## src/rtl/lock_ctrl_if.sv

```systemverilog
// Keypad-side bundle of lock_ctrl: key code and strobe in, lock status out.
// strobe is a level, synchronous to clk. The rising edge is the only event:
// there is no ready, and key must be valid on the first edge that samples strobe high.
interface lock_ctrl_if;
  logic [4:0] key;
  logic       strobe;
  logic       unlock;
  logic       alarm;
  logic [1:0] state;
  logic [2:0] entry_cnt;
  logic [2:0] fail_cnt;

  modport master (
    output key, strobe,
    input  unlock, alarm, state, entry_cnt, fail_cnt
  );

  modport slave (
    input  key, strobe,
    output unlock, alarm, state, entry_cnt, fail_cnt
  );
endinterface

```

## src/rtl/lock_ctrl.sv

```systemverilog
// Combination-lock controller: digit entry, compare, combination change, optional lockout.
// Define LOCKOUT_EN to build the timed LOCKOUT state, its down-counter and the alarm output.
module lock_ctrl #(
  parameter int                     CODE_LEN       = 4,
  parameter int                     MAX_FAIL       = 3,
  parameter int                     LOCKOUT_CYCLES = 5000,
  parameter logic [CODE_LEN*4-1:0]  RESET_COMBO    = 16'h1234
) (
  input  logic       clk,
  input  logic       rst,
  lock_ctrl_if.slave bus
);
  localparam int         W    = CODE_LEN * 4;
  localparam logic [2:0] LAST = 3'(CODE_LEN - 1);
  localparam logic [2:0] FULL = 3'(CODE_LEN);

  typedef enum logic [1:0] {
    LOCKED  = 2'b00,
    ENTRY   = 2'b01,
    OPEN    = 2'b10,
    LOCKOUT = 2'b11
  } state_t;

  state_t         state_q, state_d;
  logic [W-1:0]   entry_buf_q, entry_buf_d;
  logic [W-1:0]   combo_q, combo_d;
  logic [W-1:0]   shifted;
  logic [2:0]     cnt_q, cnt_d;
  logic [2:0]     fail_q, fail_d;
  logic [2:0]     fail_inc;
  logic           strobe_q;
  logic           unlock_q;
  logic           press, is_digit, is_f, last_digit, match, lockout_hit;

  assign press      = bus.strobe & ~strobe_q;
  assign is_digit   = ~bus.key[4];
  assign is_f       = (bus.key == 5'd16);
  assign last_digit = (cnt_q == LAST);
  assign fail_inc   = (fail_q == 3'd7) ? 3'd7 : fail_q + 3'd1;
  assign match      = (shifted == combo_q);

  if (CODE_LEN == 1) begin : g_one
    assign shifted = bus.key[3:0];
  end else begin : g_multi
    assign shifted = {entry_buf_q[W-5:0], bus.key[3:0]};
  end

`ifdef LOCKOUT_EN
  localparam int            CW        = $clog2(LOCKOUT_CYCLES + 1);
  localparam logic [CW-1:0] LOCK_LOAD = CW'(LOCKOUT_CYCLES - 1);
  localparam logic [CW-1:0] ONE       = CW'(1);
  localparam logic [2:0]    MAXF      = 3'(MAX_FAIL);

  logic [CW-1:0] lock_cnt_q, lock_cnt_d;
  logic          alarm_q;

  assign lockout_hit = ~match & (fail_inc == MAXF);
  assign bus.alarm   = alarm_q;
`else
  assign lockout_hit = 1'b0;
  assign bus.alarm   = 1'b0;
`endif

  assign bus.unlock    = unlock_q;
  assign bus.state     = state_q;
  assign bus.entry_cnt = cnt_q;
  assign bus.fail_cnt  = fail_q;

  // State and datapath registers; unlock/alarm are registered from the next state.
  always_ff @(posedge clk or posedge rst) begin
    if (rst) begin
      state_q     <= LOCKED;
      entry_buf_q <= '0;
      combo_q     <= RESET_COMBO;
      cnt_q       <= '0;
      fail_q      <= '0;
      strobe_q    <= 1'b0;
      unlock_q    <= 1'b0;
`ifdef LOCKOUT_EN
      lock_cnt_q  <= '0;
      alarm_q     <= 1'b0;
`endif
    end else begin
      state_q     <= state_d;
      entry_buf_q <= entry_buf_d;
      combo_q     <= combo_d;
      cnt_q       <= cnt_d;
      fail_q      <= fail_d;
      strobe_q    <= bus.strobe;
      unlock_q    <= (state_d == OPEN);
`ifdef LOCKOUT_EN
      lock_cnt_q  <= lock_cnt_d;
      alarm_q     <= (state_d == LOCKOUT);
`endif
    end
  end

  always_comb begin
    state_d = state_q;
    case (state_q)
      LOCKED, ENTRY: begin
        if (press && is_digit) begin
          if (!last_digit)      state_d = ENTRY;
          else if (match)       state_d = OPEN;
          else if (lockout_hit) state_d = LOCKOUT;
          else                  state_d = LOCKED;
        end else if (press && is_f) begin
          state_d = LOCKED;
        end
      end
      OPEN: begin
        if (press && is_f && (cnt_q == 3'd0 || cnt_q == FULL)) state_d = LOCKED;
      end
      default: begin
`ifdef LOCKOUT_EN
        if (lock_cnt_q == '0) state_d = LOCKED;
`endif
      end
    endcase
  end

  always_comb begin
    entry_buf_d = entry_buf_q;
    combo_d     = combo_q;
    cnt_d       = cnt_q;
    fail_d      = fail_q;
`ifdef LOCKOUT_EN
    lock_cnt_d  = lock_cnt_q;
`endif
    case (state_q)
      LOCKED, ENTRY: begin
        if (press && is_digit) begin
          if (last_digit) begin
            entry_buf_d = '0;
            cnt_d       = '0;
            fail_d      = match ? 3'd0 : fail_inc;
`ifdef LOCKOUT_EN
            if (lockout_hit) lock_cnt_d = LOCK_LOAD;
`endif
          end else begin
            entry_buf_d = shifted;
            cnt_d       = cnt_q + 3'd1;
          end
        end else if (press && is_f) begin
          entry_buf_d = '0;
          cnt_d       = '0;
        end
      end
      OPEN: begin
        if (press && is_digit && cnt_q < FULL) begin
          entry_buf_d = shifted;
          cnt_d       = cnt_q + 3'd1;
        end else if (press && is_f) begin
          if (cnt_q == FULL) combo_d = entry_buf_q;
          entry_buf_d = '0;
          cnt_d       = '0;
        end
      end
      default: begin
`ifdef LOCKOUT_EN
        if (lock_cnt_q == '0) begin
          fail_d      = '0;
          cnt_d       = '0;
          entry_buf_d = '0;
        end else begin
          lock_cnt_d  = lock_cnt_q - ONE;
        end
`endif
      end
    endcase
  end
endmodule

```

## src/flat_wrapper.sv

```systemverilog
// flat-port wrapper written by rule: the top's interface ports become plain ports
module lock_ctrl_flat 
#(
  parameter int                     CODE_LEN       = 4,
  parameter int                     MAX_FAIL       = 3,
  parameter int                     LOCKOUT_CYCLES = 5000,
  parameter logic [CODE_LEN*4-1:0]  RESET_COMBO    = 16'h1234
)
  (clk, rst, bus_key, bus_strobe, bus_unlock, bus_alarm, bus_state, bus_entry_cnt, bus_fail_cnt);
  lock_ctrl_if bus_i ();
  input  logic clk;
  input  logic rst;
  input wire logic [$bits(bus_i.key)-1:0] bus_key;
  input wire logic [$bits(bus_i.strobe)-1:0] bus_strobe;
  output wire logic [$bits(bus_i.unlock)-1:0] bus_unlock;
  output wire logic [$bits(bus_i.alarm)-1:0] bus_alarm;
  output wire logic [$bits(bus_i.state)-1:0] bus_state;
  output wire logic [$bits(bus_i.entry_cnt)-1:0] bus_entry_cnt;
  output wire logic [$bits(bus_i.fail_cnt)-1:0] bus_fail_cnt;
  assign bus_i.key = bus_key;
  assign bus_i.strobe = bus_strobe;
  assign bus_unlock = bus_i.unlock;
  assign bus_alarm = bus_i.alarm;
  assign bus_state = bus_i.state;
  assign bus_entry_cnt = bus_i.entry_cnt;
  assign bus_fail_cnt = bus_i.fail_cnt;
  lock_ctrl #(.CODE_LEN(CODE_LEN), .MAX_FAIL(MAX_FAIL), .LOCKOUT_CYCLES(LOCKOUT_CYCLES), .RESET_COMBO(RESET_COMBO)) u_core (.clk(clk), .rst(rst), .bus(bus_i));
endmodule
```

## config.mk

```make
export PLATFORM = sky130hd
export DESIGN_NAME = lock_ctrl_flat
export DESIGN_NICKNAME = d
export VERILOG_FILES = /design/src/rtl/lock_ctrl_if.sv /design/src/rtl/lock_ctrl.sv /design/src/flat_wrapper.sv
export SDC_FILE = /design/constraint.sdc
export NUM_CORES = 1
export LEC_CHECK = 0
export BUFFER_PORTS_ARGS = -buffer_cell sky130_fd_sc_hd__buf_4
export CAP_MARGIN = 20
export CORE_MARGIN = 10
export CORE_UTILIZATION = 24
export DETAILED_ROUTE_END_ITERATION = 7
export GPL_TIMING_DRIVEN = 0
export PLACE_DENSITY = 0.44
export SYNTH_ARGS = -nofsm -noshare
export SYNTH_HDL_FRONTEND = slang
export SYNTH_SLANG_ARGS = --single-unit
```

## constraint.sdc

```tcl
create_clock -name clk -period 3.6 [get_ports clk]
set_clock_uncertainty 0.2 [all_clocks]
set_input_delay 0.18 -clock clk [delete_from_list [all_inputs] [get_ports clk]]
set_output_delay 0.18 -clock clk [all_outputs]
set_load 0.01 [all_outputs]
```

==> flow_summary_export.csv, run 1 <==
group,metric,value,unit
finish,nNetsFinal,193,
floorplan,die_w,111,microns
grt,antenna_found_initial,0,
clock_tree,clk_pin_slew,0.08,ns
placed_design,post-place-ws,0.966,ns
synth,yosysSeqAreaShare,53.3,%
finish,num_antenna_cells,0,
placed_design,placed_cell_area,0.00225,sq mm
sta,fin_crit_sh,79.3,%
run_status,run_status,"finished, final reports clean",
floorplan,io_pins,18,
flow_run,maxCapViolations,0,
grt,use_met2,10.1,%
floorplan,coreArea,0.00813,sq mm
routing,vias,1245,
power_and_ir_drop,finalPower,1.26,mW
placed_design,hpwl,2910,microns
grt,gr-usage-met1,10.2,%
sta,worst_pin_slew,1.01,ns
sta,fmax,350,MHz
finish,drive_gt1_share,31.5,%
sta,setup_viol,0,
clock_tree,numCtsBuffers,5,
synth,synth_area_per_cell,13.2,sq um
clock_tree,cts_resized,0,
placed_design,place_congestion,0.685,
clock_tree,clock_latency,0.29,ns
critical_path,cp_max_fo,10,
synth,synth_area,0.00198,sq mm
critical_path,required,3.58,ns
sta,rsz0062_at_grt,"no",
grt,grt_pass1_wl,7390,microns
synth,synth_top_family_by_area,"compound AO/OA/AOI/OAI gates",
clock_tree,htreeDepth,2,
critical_path,cp_top_family,"simple AND/OR/NAND/NOR gates",
synth,muxShareOfSynthArea,12.1,%
floorplan,start_util,24.4,%
clock_tree,hold_buffers,6,
grt,grt_max_degree,32,
placed_design,port_buffers,16,
critical_path,cpPeakStageDelay,0.57,ns
worst_hold_path,hp-class,"primary input to asynchronous set/reset pin",
synth,synth-simple-area-share,6.69,%
floorplan,fp-row-count,33,
routing,drtPass1Iterations,4,
finish,final_area,0.00242,sq mm
synth,synth_cell_types,37,
routing,drtIter0Drc,44,
clock_tree,cts_tree,"done",
sta,setup_tns,0,ns
sta,finalHoldViolCount,0,
power_and_ir_drop,power_density,519,mW/mm^2
synth,synth_compound_area_share,13.5,%
synth,synthAdderAreaFrac,3.15,%
critical_path,slowest_stage,"or4_4",
grt,gr-usage-all-layers,7.24,%
routing,routed_wl,4210,microns
routing,wl_per_cell,14.7,microns
critical_path,critPathArrivalTime,2.83,ns
sta,worst_slack,0.747,ns
clock_tree,post_cts_buffers,0,
routing,postRouteAntennaNets,0,
sta,period_minus_slack,2.85,ns
critical_path,path_buf_inv,4,
critical_path,crit_type,"primary input to flop",
grt,grt_pass1_vias,1347,
critical_path,cp-end-kind,"flop",
critical_path,crit_chain,"dlygate4sd3_1, buf_4, or4_4, or3_4, or3b_1, buf_6, buf_12, mux2_4",
synth,syn_inst,150,
routing,drc,0,
finish,area_growth,22.1,%
synth,yosys_warnings,0,
clock_tree,cts.root.buffer_cell,"clkbuf_8",
sta,finalMaxSlewViolations,0,
floorplan,dieHeight,111,microns
grt,grt_remaining_overflow,0,
grt,use_met3,2.49,%
routing,viasPerCell,4.35,
sta,relSlewSlack,32.4,%
finish,final_util,29.8,%
power_and_ir_drop,p_leak,1.10,nW
synth,synth_xor_area_share,7.07,%
synth,ys_seq_elements,42,
critical_path,crit_path_start_kind,"primary input",
power_and_ir_drop,ir_drop,196,uV
clock_tree,clk_path_buf_depth,2,
floorplan,die_area,0.0123,sq mm
clock_tree,cts.sinks,42,
synth,synth.net_count,163,
grt,top_usage_layer,"met1",
through the flow:
step	hold slack (ns)	instances
after floorplan	0.0114	150
after global placement	0.107	271
after detailed placement	-0.0403	272
after CTS	0.201	286
after global routing	0.224	286
final	0.193	286
worst register-to-register path, cell delays in order (launching register included):
cell      delay (ns)
dfrtp_1         0.44
ha_1            0.24
ha_1            0.23
nor2_1          0.12
a21oi_1         0.05
nor2_1          0.57
clkbuf_1        0.48
a22o_1          0.23
cells in the mapped netlist (all sizes together):
master | n | area (sq um)
dfrtp | 37 | 926
a22o | 18 | 160
mux2 | 17 | 229
xnor2 | 16 | 140
inv | 6 | 22.5
a21oi | 5 | 25.0
clkbuf | 5 | 18.8
dfstp | 5 | 131
ha | 5 | 62.6
nand4 | 4 | 25.0
buf | 3 | 38.8
nor2 | 3 | 11.3
o31ai | 3 | 22.5
or3b | 3 | 26.3
nand2 | 2 | 7.51
o21ai | 2 | 10.0
or3 | 2 | 18.8
a211o | 1 | 8.76
a21bo | 1 | 10.0
a21boi | 1 | 7.51
conb | 1 | 3.75
mux2i | 1 | 10.0
nand3b | 1 | 7.51
nor2b | 1 | 6.26
nor3 | 1 | 5.00
nor3b | 1 | 7.51
nor4 | 1 | 6.26
o211a | 1 | 10.0
o21a | 1 | 7.51
o22ai | 1 | 6.26
or4 | 1 | 11.3
state kept, by name, summed over array words and instances, names as in the netlist:
register	flops
u_core.bus.entry_cnt	3
u_core.combo_q	16
u_core.entry_buf_q	16
u_core.bus.fail_cnt	3
u_core.bus.unlock	1
u_core.strobe_q	1
u_core.bus.state	2
cells in the final DEF (no fill, tap or decap), drive strengths merged, types with 3 or more instances in the layout:
cell / Yosys / routed
o31ai: 3 / 3
a22o: 18 / 18
clkbuf: 5 / 12
a21oi: 5 / 5
dfrtp: 37 / 37
nand4: 4 / 4
xnor2: 16 / 16
nor2: 3 / 3
inv: 6 / 6
ha: 5 / 5
dlygate4sd3: 0 / 6
mux2: 17 / 17
or3b: 3 / 3
dfstp: 5 / 5
buf: 3 / 20
metal layers:
metal | vias up | routed length (microns) | share of wire [%]
met5 | - | 0 | 0
met2 | 20 | 1800 | 43
met3 | 2 | 187 | 4.4
li1 | 597 | - | -
met4 | 0 | 27 | 0.64
met1 | 626 | 2190 | 52
where the power goes:
group / internal (mW) / switching (mW) / leakage, nW / total, mW
registers: 0.544 / 0.0852 / 0.545 / 0.629
clock network: 0.208 / 0.157 / 0.0524 / 0.365
logic: 0.148 / 0.115 / 0.506 / 0.262
final timing paths:
kind	from	end	slack [ns]	depth (start not counted)
setup / recovery	bus_key[0]	u_core.combo_q[6]	0.75	8
hold / removal	rst	u_core.strobe_q	0.19	3
setup reg to reg	u_core.bus.entry_cnt[0]	u_core.entry_buf_q[1]	0.98	7
hold reg to reg	u_core.entry_buf_q[12]	u_core.entry_buf_q[12]	0.30	1
max in group asynchronous	rst	u_core.combo_q[2]	2.48	4
min in group clk	bus_key[4]	u_core.bus.state[0]	0.25	4
cell families (layout without fill, tap and decap cells):
family | Yosys count | count (layout)
DFF | 42 | 42
AOI/OAI and AO/OA | 34 | 34
and+or+nand+nor | 20 | 20
muxes | 18 | 18
xor gates and xnor gates | 16 | 16
buffers and inverters | 14 | 45
adders and majority gates | 5 | 5
other | 1 | 1
layout make-up:
cell class | count | area, sq um
plain buffers | 8 | 57.6
clock buffers | 7 | 76.3
clock inverters | 1 | 30.0
fillers | 832 | 5710
inverters | 6 | 22.5
multi-input cells | 94 | 846
flip-flops and latches | 42 | 1060
well taps | 105 | 131
repair buffers | 23 | 200
No activity file was read; power rests on OpenSTA's default activity.
==> inputs of run 2 (changes only) <==
--- a/config.mk
+++ b/config.mk
@@ -11,7 +11,7 @@
 export CORE_UTILIZATION = 24
 export DETAILED_ROUTE_END_ITERATION = 7
 export GPL_TIMING_DRIVEN = 0
-export PLACE_DENSITY = 0.44
+export PLACE_DENSITY = 0.45
 export SYNTH_ARGS = -nofsm -noshare
 export SYNTH_HDL_FRONTEND = slang
 export SYNTH_SLANG_ARGS = --single-unit
==> constraint.sdc (replaced) <==
create_clock -name clk -period 2.5 [get_ports clk]
set_clock_uncertainty 0.2 [all_clocks]
set_input_delay 0.125 -clock clk [delete_from_list [all_inputs] [get_ports clk]]
set_output_delay 0.125 -clock clk [all_outputs]
set_load 0.01 [all_outputs]
==> run 2 against run 1 <==
  * Final cell count down 0.35%
  * Hold slack worse by 0.048 ns
  * Critical path type is now flop to flop
  * Critical endpoint is now u_core.combo_q[8]
  * First-iteration DRC count up 4.5%
  * Die area unchanged
  * Flip-flop and latch count unchanged
  * Critical path depth unchanged
  * Worst setup slack worse by 0.61 ns
==> flow_summary_export.csv, run 2 (synthesis results as in run 1) <==
group,metric,value,unit
placed_design,hpwl,2890,microns
clock_tree,numCtsBuffers,5,
run_status,run_status,"finished, final reports clean",
clock_tree,cts.sinks,42,
critical_path,cpPeakStageDelay,0.43,ns
routing,wl_per_cell,14.6,microns
power_and_ir_drop,power.share.clock,30.5,%
power_and_ir_drop,swShare,28.3,%
floorplan,coreArea,0.00813,sq mm
critical_path,slowest_stage,"dfrtp_1",
power_and_ir_drop,power_density,759,mW/mm^2
floorplan,dieHeight,111,microns
sta,rsz0062_at_grt,"no",
flow_run,maxCapViolations,0,
finish,drive_gt1_share,33.9,%
worst_hold_path,hp-class,"primary input to flop",
floorplan,die_area,0.0123,sq mm
grt,antenna_found_initial,0,
routing,drtIter0Drc,46,
clock_tree,clock_latency,0.29,ns
grt,grt_pass1_wl,7180,microns
critical_path,cp_max_fo,10,
critical_path,cp-end-kind,"flop",
sta,fin_crit_sh,94.7,%
critical_path,path_buf_inv,4,
power_and_ir_drop,ir_drop,243,uV
routing,postRouteAntennaNets,0,
sta,relSlewSlack,37.1,%
clock_tree,clk_path_buf_depth,2,
routing,vias,1245,
critical_path,required,2.48,ns
critical_path,crit_chain,"inv_1, ha_1, inv_1, or3_4, or3b_1, buf_6, buf_12, mux2_4",
sta,finalMaxSlewViolations,0,
routing,drtPass1Iterations,4,
power_and_ir_drop,p_switching,0.523,mW
grt,grt_pass1_vias,1366,
finish,num_antenna_cells,0,
sta,finalHoldViolCount,0,
critical_path,crit_type,"flop to flop",
power_and_ir_drop,power.share.combinational,20.4,%
critical_path,cp_top_family,"simple AND/OR/NAND/NOR gates",
clock_tree,clk_pin_slew,0.08,ns
grt,grt_max_degree,24,
routing,viasPerCell,4.37,
power_and_ir_drop,seqPwrFrac,49.1,%
sta,setup_viol,0,
sta,fmax,422,MHz
sta,period_minus_slack,2.37,ns
clock_tree,post_cts_buffers,0,
sta,whs,0.145,ns
finish,largest_registers,"u_core.combo_q: 16 flops, u_core.entry_buf_q: 16 flops",
sta,worst_pin_slew,0.934,ns
placed_design,place_congestion,0.689,
finish,final_common_cell,"dfrtp_1",
placed_design,post-place-ws,-0.150,ns
clock_tree,cts.root.buffer_cell,"clkbuf_8",
clock_tree,cts_tree,"done",
floorplan,start_util,24.4,%
grt,gr-usage-all-layers,7.12,%
critical_path,cp_common_cell,"inv_1",
routing,routed_wl,4160,microns
floorplan,io_pins,18,
finish,nNetsFinal,192,
clock_tree,htreeDepth,2,
power_and_ir_drop,finalPower,1.84,mW
placed_design,port_buffers,16,
sta,worst_slack,0.132,ns
critical_path,critPathArrivalTime,2.34,ns
finish,area_growth,22.6,%
floorplan,fp-row-count,33,
critical_path,crit_path_start_kind,"flop",
finish,final_cell_mix,"dfrtp_1 (37), buf_4 (17), a22o_1 (16), xnor2_1 (16), mux2_4 (10)",
power_and_ir_drop,p_leak,1.11,nW
power_and_ir_drop,p_int,1.32,mW
floorplan,die_w,111,microns
grt,grt_remaining_overflow,0,
routing,drc,0,
[run 2: cell types whose count changed in the layout (fill, tap and decap cells not counted)]
cell / before / now
clkbuf_1: 7 / 3
buf_2: 0 / 1
clkbuf_2: 0 / 1
clkbuf_8: 5 / 6
nor2_1: 3 / 2
nor2_2: 0 / 1
[run 2: area by class of cell]
class / count / area [sq um]
Tap cell: 105 / 131
Buffer: 7 / 56.3
Fill cell: 840 / 5700
Clock inverter: 1 / 30.0
Clock buffer: 7 / 86.3
Timing Repair Buffer: 23 / 200
Inverter: 6 / 22.5
Sequential cell: 42 / 1060
Multi-Input combinational cell: 94 / 848
[run 2: worst min-delay path: stages]
cell,delay [ns]
buf_4,0.09
or4_4,0.14
or3_4,0.13
a22o_2,0.12
[run 2: path summary, 6_finish.rpt]
kind                                                to  depth (start not counted)                     from  slack [ns]
worst max-delay path                 u_core.combo_q[8]                          8  u_core.bus.entry_cnt[0]        0.13
worst min-delay path                 u_core.bus.unlock                          4               bus_key[2]        0.15
worst max register to register       u_core.combo_q[8]                          8  u_core.bus.entry_cnt[0]        0.13
worst min register to register  u_core.entry_buf_q[12]                          1   u_core.entry_buf_q[12]        0.30
max in group asynchronous       u_core.entry_buf_q[13]                          4                      rst        1.42
min in group asynchronous          u_core.bus.state[0]                          3                      rst        0.20
[run 2: routing by layer]
| layer | vias to the layer above | routed length (microns) | part of all wire, % | global-route usage [%] |
|---|---|---|---|---|
| met4 | 0 | 51 | 1.2 | 2.34 |
| met2 | 23 | 1750 | 42 | 9.91 |
| met5 | - | 0 | 0 | 0 |
| li1 | 594 | - | - | - |
| met3 | 7 | 191 | 4.6 | 2.38 |
| met1 | 621 | 2180 | 52 | 9.94 |
[run 2: through the flow]
step	area, sq um	setup TNS [ns]	util (%)	cells
5_1_grt	2430	0	29.9	285
3_5_place_dp	2250	-1.61	27.7	272
6_report	2430	0	29.9	285
2_1_floorplan	1980	0	-	150
3_3_place_gp	2230	-1.49	27.5	271
4_1_cts	2430	0	29.9	286
[run 2: timing repair]
action / 4_1_cts / 5_1_grt
gates resized for setup: 2 / 3
hold buffers: 6 / 0
endpoints found under the setup margin: 10 / 10
hold endpoints to repair: 24 / 0
[run 2: power by group through the flow]
stage | logic [mW] | clock network, mW | registers, mW
finish | 0.377 | 0.562 | 0.907
CTS | 0.389 | 0.583 | 0.907
global route | 0.431 | 0.602 | 0.928
detailed placement | 0.378 | 0 | 0.919
global placement | 0.369 | 0 | 0.918
floorplan | 0.237 | 0 | 0.902
